===== src/rtl/ram_arb_pkg.sv =====
// Shared types for the CPU/loader RAM port arbiter.
// Optional perf counters are enabled with `RAM_ARB_PERF_EN (see ram_port_arbiter).
package ram_arb_pkg;

  typedef enum logic [1:0] {
    OWN_NONE = 2'd0,
    OWN_CPU  = 2'd1,
    OWN_LDR  = 2'd2
  } owner_e;

  typedef enum logic {
    SEL_CPU = 1'b0,
    SEL_LDR = 1'b1
  } sel_e;

endpackage


===== src/rtl/ram_arb_fsm.sv =====
// Ownership tracker for the RAM arbiter: remembers the last grantee and how many
// consecutive grants it has had, and picks the winner for the current cycle.
module ram_arb_fsm
  import ram_arb_pkg::*;
#(
  parameter int MAX_BURST = 4
) (
  input  logic   clk,
  input  logic   reset,
  input  logic   cpu_req_i,
  input  logic   ldr_req_i,
  output logic   gnt_valid_o,
  output sel_e   sel_o,
  output owner_e owner_o
);

  localparam int CNT_W = $clog2(MAX_BURST + 1);
  localparam logic [CNT_W-1:0] CNT_MAX = CNT_W'(MAX_BURST);

  owner_e           owner_q, owner_d;
  logic [CNT_W-1:0] run_cnt_q, run_cnt_d;
  owner_e           winner;

  always_ff @(posedge clk) begin
    if (reset) begin
      owner_q   <= OWN_NONE;
      run_cnt_q <= '0;
    end else begin
      owner_q   <= owner_d;
      run_cnt_q <= run_cnt_d;
    end
  end

  always_comb begin
    gnt_valid_o = cpu_req_i | ldr_req_i;
    sel_o       = SEL_CPU;
    winner      = OWN_NONE;
    owner_d     = OWN_NONE;
    run_cnt_d   = '0;

    // Under contention the current owner keeps the RAM until its burst is used up.
    if (cpu_req_i && ldr_req_i) begin
      if (owner_q == OWN_NONE)
        sel_o = SEL_CPU;
      else if (run_cnt_q < CNT_MAX)
        sel_o = (owner_q == OWN_LDR) ? SEL_LDR : SEL_CPU;
      else
        sel_o = (owner_q == OWN_CPU) ? SEL_LDR : SEL_CPU;
    end else if (ldr_req_i) begin
      sel_o = SEL_LDR;
    end

    if (gnt_valid_o) begin
      winner  = (sel_o == SEL_LDR) ? OWN_LDR : OWN_CPU;
      owner_d = winner;
      if (winner == owner_q)
        run_cnt_d = (run_cnt_q == CNT_MAX) ? run_cnt_q : run_cnt_q + 1'b1;
      else
        run_cnt_d = CNT_W'(1);
    end
  end

  assign owner_o = owner_q;

endmodule


===== src/rtl/ram_port_arbiter.sv =====
// Shares one single-port RAM between the CPU and a loader/DMA port.
// Define RAM_ARB_PERF_EN to add grant/stall performance counters.
module ram_port_arbiter
  import ram_arb_pkg::*;
#(
  parameter int ADDR_W    = 32,
  parameter int DATA_W    = 32,
  parameter int MAX_BURST = 4,
  parameter int PERF_W    = 32
) (
  input  logic              clk,
  input  logic              reset,
  input  logic              cpu_req,
  input  logic              cpu_we,
  input  logic [ADDR_W-1:0] cpu_addr,
  input  logic [DATA_W-1:0] cpu_wdata,
  output logic              cpu_gnt,
  output logic              cpu_stall,
  output logic              cpu_rvalid,
  output logic [DATA_W-1:0] cpu_rdata,
  input  logic              ldr_req,
  input  logic              ldr_we,
  input  logic [ADDR_W-1:0] ldr_addr,
  input  logic [DATA_W-1:0] ldr_wdata,
  output logic              ldr_gnt,
  output logic              ldr_rvalid,
  output logic [DATA_W-1:0] ldr_rdata,
  output logic [ADDR_W-1:0] ram_addr,
  output logic [DATA_W-1:0] ram_wdata,
  output logic              ram_we,
  output owner_e            dbg_owner,
  input  logic [DATA_W-1:0] ram_rdata
`ifdef RAM_ARB_PERF_EN
  ,
  output logic [PERF_W-1:0] perf_cpu_gnt,
  output logic [PERF_W-1:0] perf_ldr_gnt,
  output logic [PERF_W-1:0] perf_cpu_stall
`endif
);

  // Handshake: a requester holds req (and its we/addr/wdata) until it sees gnt in
  // the same cycle; a granted read returns data with a one-cycle rvalid pulse on
  // the following cycle. There is no back-pressure on rvalid.

  logic fsm_gnt;
  sel_e sel;

  ram_arb_fsm #(
    .MAX_BURST(MAX_BURST)
  ) u_fsm (
    .clk        (clk),
    .reset      (reset),
    .cpu_req_i  (cpu_req),
    .ldr_req_i  (ldr_req),
    .gnt_valid_o(fsm_gnt),
    .sel_o      (sel),
    .owner_o    (dbg_owner)
  );

  // Reset masks the grant so nothing reaches the RAM while the arbiter clears.
  assign cpu_gnt   = ~reset & fsm_gnt & (sel == SEL_CPU);
  assign ldr_gnt   = ~reset & fsm_gnt & (sel == SEL_LDR);
  assign cpu_stall = cpu_req & ~cpu_gnt;

  always_comb begin
    ram_addr  = '0;
    ram_wdata = '0;
    ram_we    = 1'b0;
    if (cpu_gnt) begin
      ram_addr  = cpu_addr;
      ram_wdata = cpu_wdata;
      ram_we    = cpu_we;
    end else if (ldr_gnt) begin
      ram_addr  = ldr_addr;
      ram_wdata = ldr_wdata;
      ram_we    = ldr_we;
    end
  end

  logic              cpu_rvalid_q, cpu_rvalid_d;
  logic              ldr_rvalid_q, ldr_rvalid_d;
  logic [DATA_W-1:0] cpu_rdata_q, cpu_rdata_d;
  logic [DATA_W-1:0] ldr_rdata_q, ldr_rdata_d;

  always_comb begin
    cpu_rvalid_d = cpu_gnt & ~cpu_we;
    ldr_rvalid_d = ldr_gnt & ~ldr_we;
    cpu_rdata_d  = cpu_rvalid_d ? ram_rdata : cpu_rdata_q;
    ldr_rdata_d  = ldr_rvalid_d ? ram_rdata : ldr_rdata_q;
  end

  always_ff @(posedge clk) begin
    if (reset) begin
      cpu_rvalid_q <= 1'b0;
      ldr_rvalid_q <= 1'b0;
      cpu_rdata_q  <= '0;
      ldr_rdata_q  <= '0;
    end else begin
      cpu_rvalid_q <= cpu_rvalid_d;
      ldr_rvalid_q <= ldr_rvalid_d;
      cpu_rdata_q  <= cpu_rdata_d;
      ldr_rdata_q  <= ldr_rdata_d;
    end
  end

  assign cpu_rvalid = cpu_rvalid_q;
  assign ldr_rvalid = ldr_rvalid_q;
  assign cpu_rdata  = cpu_rdata_q;
  assign ldr_rdata  = ldr_rdata_q;

`ifdef RAM_ARB_PERF_EN
  logic [PERF_W-1:0] perf_cpu_gnt_q, perf_ldr_gnt_q, perf_cpu_stall_q;

  always_ff @(posedge clk) begin
    if (reset) begin
      perf_cpu_gnt_q   <= '0;
      perf_ldr_gnt_q   <= '0;
      perf_cpu_stall_q <= '0;
    end else begin
      perf_cpu_gnt_q   <= perf_cpu_gnt_q + PERF_W'(cpu_gnt);
      perf_ldr_gnt_q   <= perf_ldr_gnt_q + PERF_W'(ldr_gnt);
      perf_cpu_stall_q <= perf_cpu_stall_q + PERF_W'(cpu_stall);
    end
  end

  assign perf_cpu_gnt   = perf_cpu_gnt_q;
  assign perf_ldr_gnt   = perf_ldr_gnt_q;
  assign perf_cpu_stall = perf_cpu_stall_q;
`endif

endmodule


===== config.mk =====
export PLATFORM = sky130hd
export DESIGN_NAME = ram_port_arbiter
export DESIGN_NICKNAME = d
export VERILOG_FILES = /design/src/rtl/ram_arb_pkg.sv /design/src/rtl/ram_arb_fsm.sv /design/src/rtl/ram_port_arbiter.sv
export SDC_FILE = /design/constraint.sdc
export NUM_CORES = 1
export LEC_CHECK = 0
export BUFFER_PORTS_ARGS = -buffer_cell sky130_fd_sc_hd__buf_2
export CORE_AREA = 4 4 117 119
export CTS_CLUSTER_SIZE = 25
export DETAILED_ROUTE_END_ITERATION = 8
export DIE_AREA = 0 0 121 123
export REMOVE_ABC_BUFFERS = 1
export SETUP_SLACK_MARGIN = 0.1
export SKIP_CTS_REPAIR_TIMING = 1
export SLEW_MARGIN = 10
export SYNTH_ARGS = -nofsm -noshare
export SYNTH_HDL_FRONTEND = slang
export SYNTH_SLANG_ARGS = --single-unit

===== constraint.sdc =====
create_clock -name clk -period 1.8 [get_ports clk]
set_input_delay 0.18 -clock clk [delete_from_list [all_inputs] [get_ports clk]]
set_output_delay 0.18 -clock clk [all_outputs]
set_load 0.01 [all_outputs]

Word level (Yosys, flattened, before mapping)
Cells that the tools add are included.

cells by class
  bitwise gates (word level) = 14
  magnitude comparators = 1
  reduce and logical (&&, ||, !) cells = 4
  mux-type cells = 15
  equal/unequal tests = 5
  add/subtract/negate cells = 1

operator list
  cell                   number
  $mux W32               4
  $mux W1                10
  $not A1 Y1             7
  $and A1 B1 Y1          6
  $add A3 B1 Y3 const B  1
  $eq A3 B3 Y1 const B   1
  $lt A3 B3 Y1 const B   1
  $reduce_or A3 Y1       1
  $eq A2 B1 Y1 const B   1
  $eq A2 B2 Y1           1
  $eq A2 B2 Y1 const B   1
  $logic_not A2 Y1       1
  $mux W2                1
  $ne A2 B2 Y1 const B   1
  $reduce_or A2 Y1       1
  $logic_and A1 B1 Y1    1
  $or A1 B1 Y1           1

storage, ports and cells
  word-level logic and storage cells = 47
  bits in registers = 71
  bits of input ports = 166

Longest topological paths before layout
  depth in word-level cells = 9
  gate-level depth with buffers = 7
  gate-level depth less buffers = 5

Modules after synthesis
A second synthesis with hierarchy kept.

second synthesis, totals
  cell total of the unflattened synthesis = 438
  area, all modules = 4043.9 µm²

modules (own cells, without submodules)
  module            instances  cells an instance  area an instance (µm²)
  ram_port_arbiter  1          401                3698.5
  ram_arb_fsm       1          37                 345.3

Least setup slack after synthesis
Ideal clock, no wire load.

  path kind = flip-flop to output port
  start = reg u_fsm.owner_q[1], in the netlist u_fsm.owner_o[1]
  end = out ram_addr[10]
  path slack = -0.082 ns
  arrival = 1.702 ns
  cell stages (with the launch flop) = 6
  required time = 1.620 ns
  cells stage by stage = dfxtp_1 or3b_4 a311oi_2 buf_4 buf_6 a22o_1

on the way
  cells in the longest elaborated chain, start to end = 8

ends and longest elaborated chain
  what                                                 RTL line                                        source
  start: declaration                                   ram_arb_fsm.sv:20                               owner_e owner_q, owner_d;
  start signal: assignment                             ram_arb_fsm.sv:29                               owner_q <= owner_d;
  $eq A2 B1 Y1 / $eq A2 B2 Y1 (equally long branches)  ram_arb_fsm.sv:48, ram_arb_fsm.sv:46
  $mux W1, on equally long branches                    ram_arb_fsm.sv:48, ram_arb_fsm.sv:46
  $mux W1                                              ram_arb_fsm.sv:45                               else if (run_cnt_q < CNT_MAX)
  $mux W1 (*)                                          ram_arb_fsm.sv:43                               if (owner_q == OWN_NONE)
  $mux W1 (*)                                          ram_arb_fsm.sv:42                               if (cpu_req_i && ldr_req_i) begin
  $and A1 B1 Y1 / $not A1 Y1 (equally long branches)   ram_port_arbiter.sv:62, ram_port_arbiter.sv:61
  $mux W32 / $and A1 B1 Y1 (equally long branches)     ram_port_arbiter.sv:73, ram_port_arbiter.sv:61
  $mux W32 (*)                                         ram_port_arbiter.sv:69                          if (cpu_gnt) begin
  end: declaration                                     ram_port_arbiter.sv:28                          output logic [ADDR_W-1:0] ram_addr,

Mark *: on every way between the ends. The rest lies on a longest branch, timed or not.

Worst setup path after layout
  start = reg u_fsm.run_cnt_q[2]
  end = out ram_addr[10]

on the way
  cells in the longest elaborated chain, start to end = 7

ends and longest elaborated chain
  what                                                RTL line                                        source
  start: declaration                                  ram_arb_fsm.sv:21                               logic [CNT_W-1:0] run_cnt_q, run_cnt_d;
  start signal: assignment                            ram_arb_fsm.sv:30                               run_cnt_q <= run_cnt_d;
  $lt A3 B3 Y1 (*)                                    ram_arb_fsm.sv:45
  $mux W1 (*)                                         ram_arb_fsm.sv:45
  $mux W1 (*)                                         ram_arb_fsm.sv:43
  $mux W1 (*)                                         ram_arb_fsm.sv:42
  $and A1 B1 Y1 / $not A1 Y1 (equally long branches)  ram_port_arbiter.sv:62, ram_port_arbiter.sv:61
  $mux W32 / $and A1 B1 Y1 (equally long branches)    ram_port_arbiter.sv:73, ram_port_arbiter.sv:61
  $mux W32 (*)                                        ram_port_arbiter.sv:69

Marked as above.

==> flow_metrics.tcl <==
set metrics [dict create \
    overflow 0 \
    clk_transition_reported_paths_ps 60 \
    timing_hold_violations_final 0 \
    grt_start_max_net_pins 65 \
    grt_pass1_vias 3902 \
    first_pass_iters 4 \
    worst_pin_slew_ps 541 \
    crit_chain "or3b_4 > a311oi_4 > buf_6 > buf_12 > a22o_1 > buf_2" \
    grt_setup_unrepaired "yes" \
    r2r_setup_slack_ps -40 \
    dieHeight_um 123 \
    fin_worst_skew_ps 3.08 \
    postLayoutCellArea_um2 6230 \
    vdd.ir_drop.worst_v 0.000651 \
    cp.required_ps 1620 \
    post_layout_min_period_ps 2170 \
    clock_sinks 71 \
    postSynthAreaPerCell_um2 10.3 \
    initial_utilization_pct 28.8 \
    remaining_drc_errors 0 \
    synth_sequential_area_ratio_pct 39.3 \
    worst_setup_path_end_kind "output pin" \
    detail_route.wirelength_um 16000 \
    gp_congestion 0.945 \
    slew_headroom_pct 63.9 \
    max_clock_freq_mhz 462 \
    post-route-worst-setup-slack_ps -366 \
    hold_class "in2reg" \
    r2r_end "ldr_rdata[18]" \
    crit_arrival_ps 1990 \
    io-pin-count 302 \
    start_kind "register" \
    dr.first_iter.drc_count 213 \
    post_layout_nonfiller_instances 852 \
    dpl-instance-area_um2 5420 \
    violations_in_the_final_reports "setup timing" \
    slew_violations 0 \
    synth_async_sr_flop_share_pct 0 \
    report.final.setup_viol 92 \
    timing.critical_path.slowest_stage_cell "sky130_fd_sc_hd__or3b_4" \
    h-tree-depth 3 \
    final_layout_size_suffix_gt1_share_pct 58.5 \
    clockBufferDepth 2 \
    place.detailed.instances 812 \
    run_status "finished, violations left" \
    ant_nets 0 \
    finalCritPeriodShare_pct 120 \
    worst-r2r-cell-count 9 \
    detail_route.vias_per_cell 4.76 \
    path_class "reg2out" \
    post-dp-hpwl_um 12000 \
    flow.area_growth_from_synthesis_pct 72.5 \
    core-area_um2 12600 \
    count_of_flip_flops_with_a_built_in_enable_after_synthesis 0 \
    pwr_per_cell_area_nw_per_um2 710 \
    cts_tree "yes" \
    clk_root_buffer_cell "sky130_fd_sc_hd__clkbuf_16" \
    slowest_delay_ps 400 \
    worstReg2RegStart "u_fsm.owner_o[1]" \
    cts-buffers-inserted 9 \
    syn_area_um2 3610 \
    final_net_count 842 \
    clock_insertion_delay_worst_skew_ps 320 \
    grt_use_total_pct 18.3 \
    grt_first_pass_wirelength_um 21100 \
    post_drt_wl_per_cell_um 18.8 \
    pleak_uw 0.00334 \
    ys.warnings.count 0 \
    startpoint "u_fsm.run_cnt_q[2]" \
    critical_path.max_fanout 13 \
    setup_total_negative_slack_ps -21560 \
    fp.dieW_um 121 \
    number_of_antenna_violations_at_the_first_check_in_global_routing 4 \
    overall_via_count_from_detail_route 4054 \
    synth_ff_type "sky130_fd_sc_hd__dfxtp_1" \
    port-buffer-count 301 \
    die_area_um2 14900 \
    drv.max_cap_violation_count 0 \
    post_synth_num_cell_types 33 \
    worstSetupEndpoint "ram_addr[10]" \
    core.rowCount 41 \
    number_of_storage_elements_in_the_synthesis_netlist 71 \
    netlist_instances 352 \
]
[critical path: cells and delay by family (launching register included)]
family,cells,cell delay [ps]
AND/OR/NAND/NOR,1,400
buffers and inverters,3,490
flip-flops,1,320
AO/OA/AOI/OAI,2,440
[worst min-delay path by stage]
stage	start	end	cells after the start
floorplan	reset	u_fsm.owner_o[1]	1
global placement	ram_rdata[12]	cpu_rdata[12]	2
detailed placement	ram_rdata[12]	cpu_rdata[12]	2
CTS	ram_rdata[7]	ldr_rdata[7]	2
global route	ram_rdata[7]	ldr_rdata[7]	2
finish	ram_rdata[7]	ldr_rdata[7]	2
[placed cells by master (no fill, tap or decap), types with 2 or more instances in the layout]
cell type,Yosys,layout
sky130_fd_sc_hd__clkinvlp_4,0,2
sky130_fd_sc_hd__clkbuf_16,0,17
sky130_fd_sc_hd__nor4bb_1,4,4
sky130_fd_sc_hd__buf_4,4,17
sky130_fd_sc_hd__mux2_4,0,13
sky130_fd_sc_hd__mux2i_1,39,39
sky130_fd_sc_hd__nand2b_1,39,39
sky130_fd_sc_hd__buf_2,8,293
sky130_fd_sc_hd__a22o_4,0,3
sky130_fd_sc_hd__a22o_1,65,62
sky130_fd_sc_hd__dfxtp_2,0,3
sky130_fd_sc_hd__nor2b_1,27,27
sky130_fd_sc_hd__ha_1,2,2
sky130_fd_sc_hd__nor2_1,3,3
sky130_fd_sc_hd__buf_6,4,15
sky130_fd_sc_hd__buf_12,0,8
sky130_fd_sc_hd__nand3b_1,2,2
sky130_fd_sc_hd__dfxtp_1,71,68
sky130_fd_sc_hd__mux2_2,26,13
sky130_fd_sc_hd__inv_1,23,23
sky130_fd_sc_hd__clkinv_2,0,3
sky130_fd_sc_hd__nor3_1,2,2
[kinds of logic after synthesis]
group           synth area share [%]
simple gates                    16.1
compound gates                  17.9
flops                           39.3
mux                             18.9
buf+inv                         7.13
fa+ha+maj                      0.692
[area by class of cell]
type | count | area, µm²
timing repair buffer | 342 | 2150
tap | 172 | 215
clock buffer | 10 | 239
inverter | 23 | 86.3
antenna | 1 | 2.50
multi-input combinational | 227 | 2050
fill | 1215 | 6340
clock inverter | 6 | 60.1
sequential | 71 | 1430
[Yosys cell counts (all sizes together), types with 2 or more instances]
| master | count | area share (%) |
|---|---|---|
| ha | 2 | 0.69 |
| nand3b | 2 | 0.42 |
| nor4bb | 4 | 1.1 |
| inv | 23 | 2.4 |
| nor2b | 27 | 4.7 |
| nand2b | 39 | 6.8 |
| mux2i | 39 | 11 |
| and4b | 2 | 0.55 |
| a311oi | 2 | 0.66 |
| dfxtp | 71 | 39 |
| buf | 16 | 3.2 |
| or3b | 2 | 0.55 |
| clkbuf | 15 | 1.6 |
| mux2 | 26 | 8.1 |
| nor3 | 2 | 0.28 |
| a22o | 65 | 16 |
| nor2 | 3 | 0.31 |
[flip-flops by register name, indices dropped and copies added (netlist names)]
register	flops
cpu_rdata	32
cpu_rvalid	1
ldr_rdata	32
ldr_rvalid	1
u_fsm.owner_o	2
u_fsm.run_cnt_q	3
[stage by stage]
step	power (µW)	setup slack, ps	hold WS [ps]	util [%]
floorplan	2100	-1940	258	-
global placement	2590	-95.0	417	43.1
detailed placement	2600	-122	424	43.1
CTS	4360	-488	81.4	45.5
global route	4620	-435	90.0	49.6
finish	4420	-366	93.7	49.6
[routing by layer]
metal	up-vias	GRT usage (%)	routed length, µm
met4	6	6.37	376
li1	1906	-	-
met3	27	7.32	1690
met2	203	31.7	7890
met5	-	0	24
met1	1912	20.5	6060
[power by group]
| group | total, µW | leakage [µW] | switching, µW | internal (µW) |
|---|---|---|---|---|
| Sequential | 1690 | 0.000581 | 38.3 | 1650 |
| Combinational | 986 | 0.00262 | 456 | 530 |
| Clock | 1750 | 0.000144 | 648 | 1100 |
Note: power is estimated with default switching activity, not from simulation.
